===== config.mk =====
export PLATFORM = sky130hd
export DESIGN_NAME = tmds_channel_decoder
export DESIGN_NICKNAME = d
export VERILOG_FILES = /design/src/rtl/tmds_channel_decoder.sv
export SDC_FILE = /design/constraint.sdc
export NUM_CORES = 1
export LEC_CHECK = 0
export ABC_AREA = 1
export CAP_MARGIN = 25
export CORE_MARGIN = 1
export CORE_UTILIZATION = 40
export DETAILED_ROUTE_END_ITERATION = 8
export PLACE_DENSITY = 0.62
export SLEW_MARGIN = 30
export SYNTH_ARGS = -nofsm -noshare
export SYNTH_HDL_FRONTEND = slang
export SYNTH_SLANG_ARGS = --single-unit

===== constraint.sdc =====
create_clock -name clk_27M -period 6.7 [get_ports clk_27M]
set_input_delay 1.34 -clock clk_27M [delete_from_list [all_inputs] [get_ports clk_27M]]
set_output_delay 1.34 -clock clk_27M [all_outputs]
set_load 0.02 [all_outputs]

===== src/rtl/tmds_channel_decoder.sv =====
// TMDS channel decoder. It aligns a 10-bit deserialized word stream on the control tokens.
// Once locked, it decodes data symbols and control tokens with one cycle of latency.
module tmds_channel_decoder #(
   parameter int LOCK_COUNT   = 8,
   parameter int LOSS_TIMEOUT = 1024
) (
   input  logic       clk_27M,
   input  logic       rst,
   input  logic [9:0] sym_in,
   input  logic       sym_valid,
   output logic [7:0] data,
   output logic [1:0] ctrl,
   output logic       de,
   output logic       out_valid,
   output logic       locked,
   output logic [3:0] offset
);

   localparam int RUN_W = $clog2(LOCK_COUNT + 1);
   localparam int GAP_W = $clog2(LOSS_TIMEOUT + 1);

   typedef enum logic [1:0] {ST_SEARCH, ST_VERIFY, ST_LOCKED} state_t;

   state_t           r_state, w_state_nxt;
   logic [3:0]       r_offset, w_offset_nxt, w_offset_inc;
   logic [RUN_W-1:0] r_run, w_run_nxt, w_run_inc;
   logic [GAP_W-1:0] r_gap, w_gap_nxt, w_gap_inc;
   logic [9:0]       r_prev;
   logic [7:0]       r_data;
   logic [1:0]       r_ctrl;
   logic             r_de, r_out_valid;

   logic [19:0]      w_stream;
   logic [4:0]       w_base;
   logic [9:0]       w_window;
   logic             w_is_token;
   logic [1:0]       w_ctrl;
   logic [7:0]       w_d, w_data;

   // Offset k picks stream bits [19-k : 10-k], so offset 0 is sym_in as received.
   assign w_stream     = {sym_in, r_prev};
   assign w_base       = 5'd10 - {1'b0, r_offset};
   assign w_window     = w_stream[w_base +: 10];
   assign w_offset_inc = (r_offset == 4'd9) ? 4'd0 : r_offset + 4'd1;
   assign w_run_inc    = r_run + 1'b1;
   assign w_gap_inc    = r_gap + 1'b1;

   // NOTE: every always_comb output gets a default first, so that no path infers a latch.
   always_comb begin
      w_is_token = 1'b1;
      w_ctrl     = 2'b00;
      case (w_window)
         10'h354: w_ctrl = 2'b00;
         10'h0AB: w_ctrl = 2'b01;
         10'h154: w_ctrl = 2'b10;
         10'h2AB: w_ctrl = 2'b11;
         default: w_is_token = 1'b0;
      endcase
   end

   always_comb begin
      w_d    = w_window[9] ? ~w_window[7:0] : w_window[7:0];
      w_data = 8'h00;
      w_data[0] = w_d[0];
      for (int i = 1; i < 8; i++)
         w_data[i] = w_window[8] ? (w_d[i] ^ w_d[i-1]) : ~(w_d[i] ^ w_d[i-1]);
   end

   always_comb begin
      w_state_nxt  = r_state;
      w_offset_nxt = r_offset;
      w_run_nxt    = r_run;
      w_gap_nxt    = r_gap;
      if (sym_valid) begin
         case (r_state)
            ST_SEARCH: begin
               if (w_is_token) begin
                  w_state_nxt = ST_VERIFY;
                  w_run_nxt   = RUN_W'(1);
               end else begin
                  w_offset_nxt = w_offset_inc;
               end
            end
            ST_VERIFY: begin
               if (w_is_token) begin
                  w_run_nxt = w_run_inc;
                  if (w_run_inc == RUN_W'(LOCK_COUNT)) begin
                     w_state_nxt = ST_LOCKED;
                     w_gap_nxt   = '0;
                  end
               end else begin
                  w_state_nxt  = ST_SEARCH;
                  w_offset_nxt = w_offset_inc;
                  w_run_nxt    = '0;
               end
            end
            ST_LOCKED: begin
               if (w_is_token) begin
                  w_gap_nxt = '0;
               end else if (w_gap_inc == GAP_W'(LOSS_TIMEOUT)) begin
                  w_state_nxt = ST_SEARCH;
                  w_gap_nxt   = '0;
                  w_run_nxt   = '0;
               end else begin
                  w_gap_nxt = w_gap_inc;
               end
            end
            default: w_state_nxt = ST_SEARCH;
         endcase
      end
   end

   // NOTE: sequential state uses non-blocking assignments only, so every register samples pre-edge values.
   always_ff @(posedge clk_27M) begin
      if (rst) begin
         r_state     <= ST_SEARCH;
         r_offset    <= 4'd0;
         r_run       <= '0;
         r_gap       <= '0;
         r_prev      <= 10'd0;
         r_data      <= 8'h00;
         r_ctrl      <= 2'b00;
         r_de        <= 1'b0;
         r_out_valid <= 1'b0;
      end else begin
         r_state     <= w_state_nxt;
         r_offset    <= w_offset_nxt;
         r_run       <= w_run_nxt;
         r_gap       <= w_gap_nxt;
         r_out_valid <= 1'b0;
         if (sym_valid) begin
            r_prev <= sym_in;
            // The output follows the state before this symbol: no output on entry to lock, one output on exit.
            if (r_state == ST_LOCKED) begin
               r_out_valid <= 1'b1;
               r_de        <= ~w_is_token;
               if (w_is_token) r_ctrl <= w_ctrl;
               else            r_data <= w_data;
            end
         end
      end
   end

   assign data      = r_data;
   assign ctrl      = r_ctrl;
   assign de        = r_de;
   assign out_valid = r_out_valid;
   assign locked    = (r_state == ST_LOCKED);
   assign offset    = r_offset;

endmodule


## After elaboration in Yosys (flattened, before gate mapping)

Index checks and enable logic that the tools add are counted.

| cells by class | value |
|---|---|
| bitwise logic cells | 17 |
| divide/modulo/power cells | 0 |
| equal/unequal tests | 15 |
| order comparisons | 0 |
| mux-type cells | 28 |
| add/sub/neg operators | 4 |
| multipliers | 0 |
| shift operators | 1 |
| reductions and logical operators | 13 |

Operator list:

| cell | count |
|---|---|
| $mux W11 | 4 |
| $pmux W11 S2 | 1 |
| $eq A10 B10 Y1 const B | 2 |
| $mux W4 | 5 |
| $shiftx A20 B6 Y10 | 1 |
| $pmux W2 S3 | 2 |
| $pmux W4 S3 | 1 |
| $add A11 B1 Y11 const B | 1 |
| $eq A11 B11 Y1 const B | 1 |
| $eq A10 B8 Y1 const B | 1 |
| $eq A10 B9 Y1 const B | 1 |
| $mux W2 | 5 |
| $reduce_and A5 Y1 | 2 |
| $mux W1 | 9 |
| $not A1 Y1 | 9 |
| $reduce_and A3 Y1 | 3 |
| $add A4 B1 Y4 const B | 2 |
| $eq A4 B4 Y1 const B | 2 |
| $mux W8 | 1 |
| $ne A2 B2 Y1 const B | 4 |
| $not A8 Y8 | 1 |
| $xor A1 B1 Y1 | 7 |
| $sub A4 B4 Y5 const A | 1 |
| $reduce_and A4 Y1 | 1 |
| other kinds (10) | 11 |

| storage, ports and cells | value |
|---|---|
| latch bits | 0 |
| output and inout bits | 17 |
| logic and storage cells | 87 |
| input bits | 13 |
| ROM bits | 0 |
| RAM bits | 0 |
| register bits | 43 |
| memories kept | 0 |

## Longest topological paths before layout

Gate-level depths: netlist of run 1.

| depth | value |
|---|---|
| depth after elaboration | 7 |
| gate-level depth with buffers | 26 |
| gate-level depth less buffers | 22 |

## Worst setup path before layout of run 1

Ideal clock, no wire load.

| path | value |
|---|---|
| path kind | reg-to-reg |
| start point | register r_offset[0], in the netlist offset[0] |
| end point | register r_gap[1] |
| setup slack | 3.258 ns |
| arrival | 3.326 ns |
| clock period less this slack | 3.442 ns |
| setup time | 0.116 ns |
| required time | 6.584 ns |
| cell stages (with the launch flop) | 26 |
| path buffers | 6 |
| cells stage by stage | dfxtp_1 -> inv_2 -> buf_6 -> buf_2 -> ha_1 -> buf_4 -> inv_1 -> buf_2 -> buf_2 -> o21ai_0 -> a21oi_1 -> o21ai_0 -> nand2_1 -> nand2_1 -> inv_1 -> ha_1 -> nand4_1 -> inv_1 -> nand2_2 -> nand2_4 -> inv_4 -> nand2_2 -> nand2_4 -> buf_6 -> a21oi_1 -> nor2_1 |

| on the way | value |
|---|---|
| longest elaborated chain between the ends | 7 |
| elaborated cells between the ends (all ways) | 12 |
| classes of those cells | 1 x add/sub; 5 x eq/ne; 1 x shift; 3 x mux; 2 x reduce/logical |

RTL lines:

| element | line | RTL |
|---|---|---|
| start, declared | 25 | `logic [3:0] r_offset, w_offset_nxt, w_offset_inc;` |
| start signal, assigned | 127 | `r_offset <= w_offset_nxt;` |
| $sub A4 B4 Y5 * | 42 | `assign w_base = 5'd10 - {1'b0, r_offset};` |
| $shiftx A20 B6 Y10 * | 43 | `assign w_window = w_stream[w_base +: 10];` |
| $eq A10 B10 Y1, or another cell as far along | 52 | `case (w_window)` |
| $reduce_or A4 Y1 (no line) * | -- |  |
| $mux W1 * | 52 |  |
| $ne A2 B2 Y1 (no line) / $mux W11 (equally long branches) | -- |  |
| $reduce_and A4 Y1 (no line) / $pmux W11 S2 (equally long branches) | -- |  |
| end signal, assigned | 129 | `r_gap <= w_gap_nxt;` |
| end, declared | 27 | `logic [GAP_W-1:0] r_gap, w_gap_nxt, w_gap_inc;` |

Mark *: on every way between the ends. The rest lies on a longest branch, timed or not.
A chain may end at the register's enable or synchronous reset.

## Final worst setup path of run 1

| path | value |
|---|---|
| start point | register r_offset[0], in the netlist offset[0] |
| end point | register r_gap[2] |

The elaborated chain is that of the path after synthesis.

==> out/qor.csv, run 1 <==
metric,value,unit
vias per cell,5.139,
Clock power frac,0.096,
n_diodes,0,
Int Pwr,0.0008023,W
largest cells by area after synthesis,"dfxtp_1 26%, nand2_1 16%, nand3_1 11%, ha_1 6.5%, o21ai_0 6.4%",
Clock Latency Late Sink,0.31,ns
Slew Limit Fails,0,
Num CTS Buffers,5,
"Reg clk slew, reported paths",0.09,ns
Post-CTS Setup Repair Bufs,0,
input/output buffers,29,
setup TNS,0,ns
"Seq/Total Area, Yosys",0.2612,
gr usage total,0.2086,
die width,92.77,µm
core area,7848,µm²
GP Congestion,0.8864,
Worst Skew,0.01094,ns
final-stage net count,582,
Worst Hold Path EP,r_prev[4],
antenna violations before repair,0,
Fillers,871,
HPWL Detailed,6287,µm
Slew headroom,0.4344,
WL per Instance,12.56,µm
Sw Share,0.5346,
Setup Viol. Count Final,0,
worst-path fanout max,27,
Die ar.,8606,µm²
Min-Delay Path Class,register to register,
synth unique cells,31,
largest net degree at the start of global routing,31,
I/O pin count,30,
CP required,6.93,ns
Seq cells post-synth,43,
final hold violation count,0,
"area leader, netlist",dfxtp_1,
synthesized area,3296,µm²
remaining antenna violation count after routing,0,
Longest Clk Path Bufs,2,
top cell type's share of synthesized area,0.2612,
Worst-Margin Slew,0.8474,ns
Row Count,32,
Mapped Avg Cell Area,6.137,µm²
R2R Setup Slk,2.12,ns
"commonest non-fill, non-tap cells in the layout","141 x nand2_1, 75 x nand3_1, 54 x nor2_1",
"Net Count, Synth",567,
Synth Warn #,0,
Lkg Pwr,1.656,nW
worst vdd ir,0.0001688,V
RR Startpoint,offset[0],
Detailed Routing Iterations Pass 1,5,
global-route wire length before repair,14580,µm
H-tree depth,2,
clock root buffer,clkbuf_8,
fin crit share,0.6832,
post-layout min period,4.577,ns
GR Overflow Total,0,
Multi-input gate area,2106,µm²
WL final,8230,µm
Starting Density,0.4200,
Seq pwr share,0.208,
CP arrival,4.81,ns
Hold Path Stages,2,
FMAX,218.5,MHz
vias in the first global route,3077,
layout cells sized above 1,0.05787,
Mapped Cells,537,
Remaining DRCs,0,
critical path launch point type,register,
Switch Pwr,0.0009215,W
max-cap violations,0,
Sinks on Clock Net,43,
Hold Startpoint,r_prev[4],
power density cells,468.3,nW/µm²
PostCTS Resize Cnt,0,
post-placement setup slack,2.192,ns
min setup slack post-route,2.123,ns
CP endpoint kind,register,
CTS Hold Bufs,0,
via count,3366,
Die Ht,92.77,µm
logic gate share of total power,0.696,
CP Class,register to register,
RSZ-0062 raised after global routing,false,
Storage cell area,860.8,µm²
CTS tree,done,
status,completed,
Area Overhead vs Synth,11.69,%
1st-iter DRT viols,225,
R2R cell count,21,
R2R Path End,r_gap[2],
"most common cell after layout, fill and taps aside",nand2_1,
sequential cells by signal, indices dropped and copies added, names as in the netlist:
name       count
de             1
out_valid      1
offset         4
r_run          4
ctrl           2
r_state        2
r_prev        10
data           8
r_gap         11
kinds of logic (layout without fill, tap and decap cells):
kind of cell,Yosys count,in the layout,synth area share
and+or+nand+nor,302,302,0.4089
AOI/OAI and AO/OA,92,92,0.1496
buffers and inverters,77,93,0.09985
DFF,43,43,0.2612
adders and majority gates,17,17,0.06454
xor gates and xnor gates,6,6,0.01595
power groups by stage:
stage	logic (W)	clock network, W	registers, W
detailed placement	0.00118	0	0.000365
global route	0.00137	0.000183	0.000368
CTS	0.00119	0.000172	0.000359
floorplan	0.000948	0	0.000370
global placement	0.00119	0	0.000362
finish	0.00120	0.000166	0.000359
layout make-up:
type | count | area share
inverter | 56 | 0.05778
multi-input combinational | 417 | 0.5721
sequential | 43 | 0.2339
timing repair buffer | 29 | 0.07886
tap | 102 | 0.03467
clock buffer | 5 | 0.01869
clock inverter | 3 | 0.004079
worst max-delay path, cell delays in order, from the launching register on:
cell and delay [ns]:
dfxtp_1 0.87, inv_2 0.32, ha_1 0.71, inv_1 0.42, nand3_1 0.23, nand2_1 0.06, o21ai_0 0.14, nor2_1 0.09
a21oi_2 0.16, nand2_1 0.12, inv_1 0.08, ha_1 0.14, nand2_1 0.05, nor2_1 0.11, nand3_2 0.15, nand2_4 0.17
inv_4 0.06, nand2_2 0.07, nand2_4 0.11, inv_2 0.17, nand3_1 0.09, a21oi_1 0.15
Yosys cell counts:
cell type,instances
ha_1,17
o211ai_1,5
inv_1,51
nand3_2,4
xnor2_1,2
o21ai_1,5
nor3_1,4
dfxtp_1,43
nand2_2,5
inv_4,1
buf_6,3
a211oi_1,2
a21oi_2,2
nand3_1,75
nor2_1,54
a21oi_1,32
clkbuf_1,10
nor2_4,3
nor2_2,1
nand3b_1,4
or2_2,2
buf_2,6
a31oi_1,2
o21ai_0,42
nand4_1,7
inv_2,4
xor2_1,4
o21a_1,2
nand2_4,2
nand2_1,141
buf_4,2
worst max path at each step:
stage | startpoint | to | slack [ns]
2_1_floorplan | offset[0] | r_gap[1] | 3.26
3_3_place_gp | offset[0] | r_gap[2] | 2.31
3_5_place_dp | offset[0] | r_gap[2] | 2.19
4_1_cts | offset[0] | r_gap[2] | 2.17
5_1_grt | offset[0] | r_gap[2] | 1.56
6_report | offset[0] | r_gap[2] | 2.12
routing by layer:
layer  routed length, µm  track usage  vias up  share of wire
met5                   0            0        -              0
met4                  93      0.05128        0          0.011
met3                 248      0.03120        8          0.030
met2                3522       0.3168       55           0.43
li1                    -            -     1781              -
met1                4365       0.3057     1522           0.53
through the flow:
stage / hold WS [ns] / instance area (µm²) / total power [W] / util / instances
floorplan: 0.4482 / 3296 / 0.001319 / - / 537
global placement: 0.4755 / 3597 / 0.001549 / 0.4584 / 647
detailed placement: 0.4840 / 3597 / 0.001549 / 0.4584 / 647
CTS: 0.4962 / 3681 / 0.001723 / 0.4691 / 655
global route: 0.5156 / 3681 / 0.001918 / 0.4691 / 655
finish: 0.4964 / 3681 / 0.001724 / 0.4691 / 655
Note: power is estimated with default switching activity, not from simulation.
==> inputs of run 2 (changes only) <==
==> constraint.sdc (replaced) <==
create_clock -name clk_27M -period 4.8 [get_ports clk_27M]
set_input_delay 0.96 -clock clk_27M [delete_from_list [all_inputs] [get_ports clk_27M]]
set_output_delay 0.96 -clock clk_27M [all_outputs]
set_load 0.02 [all_outputs]
==> out/qor.csv, run 2 (synthesis results as in run 1) <==
metric,value,unit,change
Die ar.,8606,µm²,unchanged
I/O pin count,30,,unchanged
Sinks on Clock Net,43,,unchanged
final hold violation count,0,,unchanged
Starting Density,0.4200,,unchanged
Post-CTS Setup Repair Bufs,0,,unchanged
remaining antenna violation count after routing,0,,unchanged
Area Overhead vs Synth,12.26,%,
layout cells sized above 1,0.05957,,+0.001701
critical path launch point type,register,,
Detailed Routing Iterations Pass 1,5,,unchanged
R2R cell count,22,,+4.8%
global-route wire length before repair,14400,µm,-1.2%
FMAX,241.1,MHz,+10%
max-cap violations,0,,unchanged
Slew Limit Fails,0,,unchanged
Setup Viol. Count Final,0,,unchanged
R2R Setup Slk,0.65,ns,-1.47 ns
1st-iter DRT viols,249,,+11%
dpl cell area,3612,µm²,+0.42%
setup TNS,0,ns,unchanged
WL final,8292,µm,+0.75%
"most common cell after layout, fill and taps aside",nand2_1,,
Die Ht,92.77,µm,unchanged
GP Congestion,0.9056,,+2.2%
H-tree depth,2,,unchanged
max layer used,met4,,
final-stage net count,584,,+0.34%
largest net degree at the start of global routing,31,,unchanged
Critical Path Source,offset[0],,
Clock Latency Late Sink,0.30,ns,about the same
CTS tree,done,,
HPWL Detailed,6334,µm,+0.75%
power density cells,656.6,nW/µm²,+40%
gr usage total,0.2056,,-0.003007
Fillers,868,,-0.34%
RSZ-0062 raised after global routing,false,,
R2R Path End,r_gap[5],,
metal1 wirelength,4249,µm,-2.7%
Hold Path Stages,2,,unchanged
Hold Startpoint,r_prev[6],,
CP endpoint kind,register,,
Worst Skew,0.01597,ns,+0.005033 ns
"Core Util, Final",0.4715,,+0.002391
post-route cell area,3700,µm²,+0.51%
Worst-Margin Slew,0.8361,ns,-0.01131 ns
n_diodes,0,,unchanged
Num CTS Buffers,5,,unchanged
post-layout min period,4.148,ns,-0.4296 ns
Slew headroom,0.4420,,+0.007548
vias in the first global route,3026,,-1.7%
CP required,5.02,ns,-1.91 ns
Largest register FFs,11,,unchanged
input/output buffers,29,,unchanged
via count,3349,,-0.51%
fin crit share,0.8641,,+0.1809
RR Startpoint,offset[0],,
metal2 WL,3665,µm,+4.1%
PostCTS Resize Cnt,0,,unchanged
GR Overflow Total,0,,unchanged
vias per cell,5.105,,-0.66%
worst-path fanout max,27,,unchanged
clock root buffer,clkbuf_8,,
"commonest non-fill, non-tap cells in the layout","141 x nand2_1, 75 x nand3_1, 54 x nor2_1",,
worst vdd ir,0.0001938,V,+15%
CP Class,register to register,,
Lkg Pwr,1.665,nW,+0.56%
core area,7848,µm²,unchanged
"Reg clk slew, reported paths",0.09,ns,about the same
status,completed,,
crit path to,r_gap[5],,
Biggest register,r_gap,,
CP arrival,4.36,ns,-0.45 ns
Row Count,32,,unchanged
die width,92.77,µm,unchanged
Longest Clk Path Bufs,2,,unchanged
WL per Instance,12.64,µm,+0.60%
antenna violations before repair,0,,unchanged
Min-Delay Path Class,register to register,,
Remaining DRCs,0,,unchanged
CTS Hold Bufs,0,,unchanged
met3 wire len,319,µm,+29%
==> run 2: layer usage <==
layer,track usage,up-vias
li1,-,1792
met4,0.03974,0
met3,0.03202,4
met2,0.3162,66
met1,0.3014,1487
met5,0,-
==> run 2: how the worst min path moves through the flow <==
stage | slack [ns] | endpoint
finish | 0.49 | r_prev[6]
CTS | 0.49 | r_prev[6]
detailed placement | 0.48 | r_gap[9]
floorplan | 0.45 | r_prev[4]
global route | 0.51 | ctrl[0]
global placement | 0.47 | r_prev[6]
==> run 2: area by class of cell <==
cell class,count,area (µm²),share of cell area
flip-flops and latches,43,860.8,0.2327
clock inverters,1,5.005,0.001353
inverters,56,212.7,0.05749
repair buffers,31,305.3,0.08252
multi-input cells,417,2106,0.5692
well taps,102,127.6,0.03449
clock buffers,6,82.58,0.02232
==> run 2: critical path, cell delays in order, from the launching register on <==
cell and delay, ns:
dfxtp_1 0.32, buf_4 0.26, inv_2 0.20, ha_1 0.65, inv_1 0.42, nand3_1 0.23, nand2_1 0.06, o21ai_0 0.18
nor2_1 0.08, a21oi_2 0.15, nand2_1 0.11, inv_1 0.08, ha_1 0.14, nand2_1 0.06, nor2_1 0.13, nand3_2 0.15
nand2_4 0.17, inv_4 0.06, nand2_2 0.07, nand2_4 0.11, inv_2 0.16, nand3_1 0.09, a21oi_1 0.14
==> run 2: stage by stage <==
| stage | setup WS, ns | hold WS (ns) | cells | power (W) |
|---|---|---|---|---|
| 6_report | 0.6524 | 0.4885 | 656 | 0.002429 |
| 2_1_floorplan | 1.358 | 0.4482 | 537 | 0.001841 |
| 3_3_place_gp | 0.8804 | 0.4730 | 649 | 0.002170 |
| 4_1_cts | 0.7232 | 0.4937 | 656 | 0.002428 |
| 3_5_place_dp | 0.7591 | 0.4787 | 649 | 0.002181 |
| 5_1_grt | 0.1284 | 0.5137 | 656 | 0.002699 |
==> run 2: where the power goes <==
group | internal, W | total [W] | switching, W
Combinational | 0.000599 | 0.00171 | 0.00111
Sequential | 0.000426 | 0.000479 | 0.0000524
Clock | 0.000113 | 0.000240 | 0.000127
==> inputs of run 3 (changes only) <==
--- a/config.mk
+++ b/config.mk
@@ -10,6 +10,8 @@
 export CORE_MARGIN = 1
 export CORE_UTILIZATION = 40
 export DETAILED_ROUTE_END_ITERATION = 8
+export GPL_TIMING_DRIVEN = 1
+export HOLD_SLACK_MARGIN = 0.15
 export PLACE_DENSITY = 0.62
 export SLEW_MARGIN = 30
 export SYNTH_ARGS = -nofsm -noshare
==> results of run 3 <==
No change in the layout: final DEF, timing and power equal those of run 2.
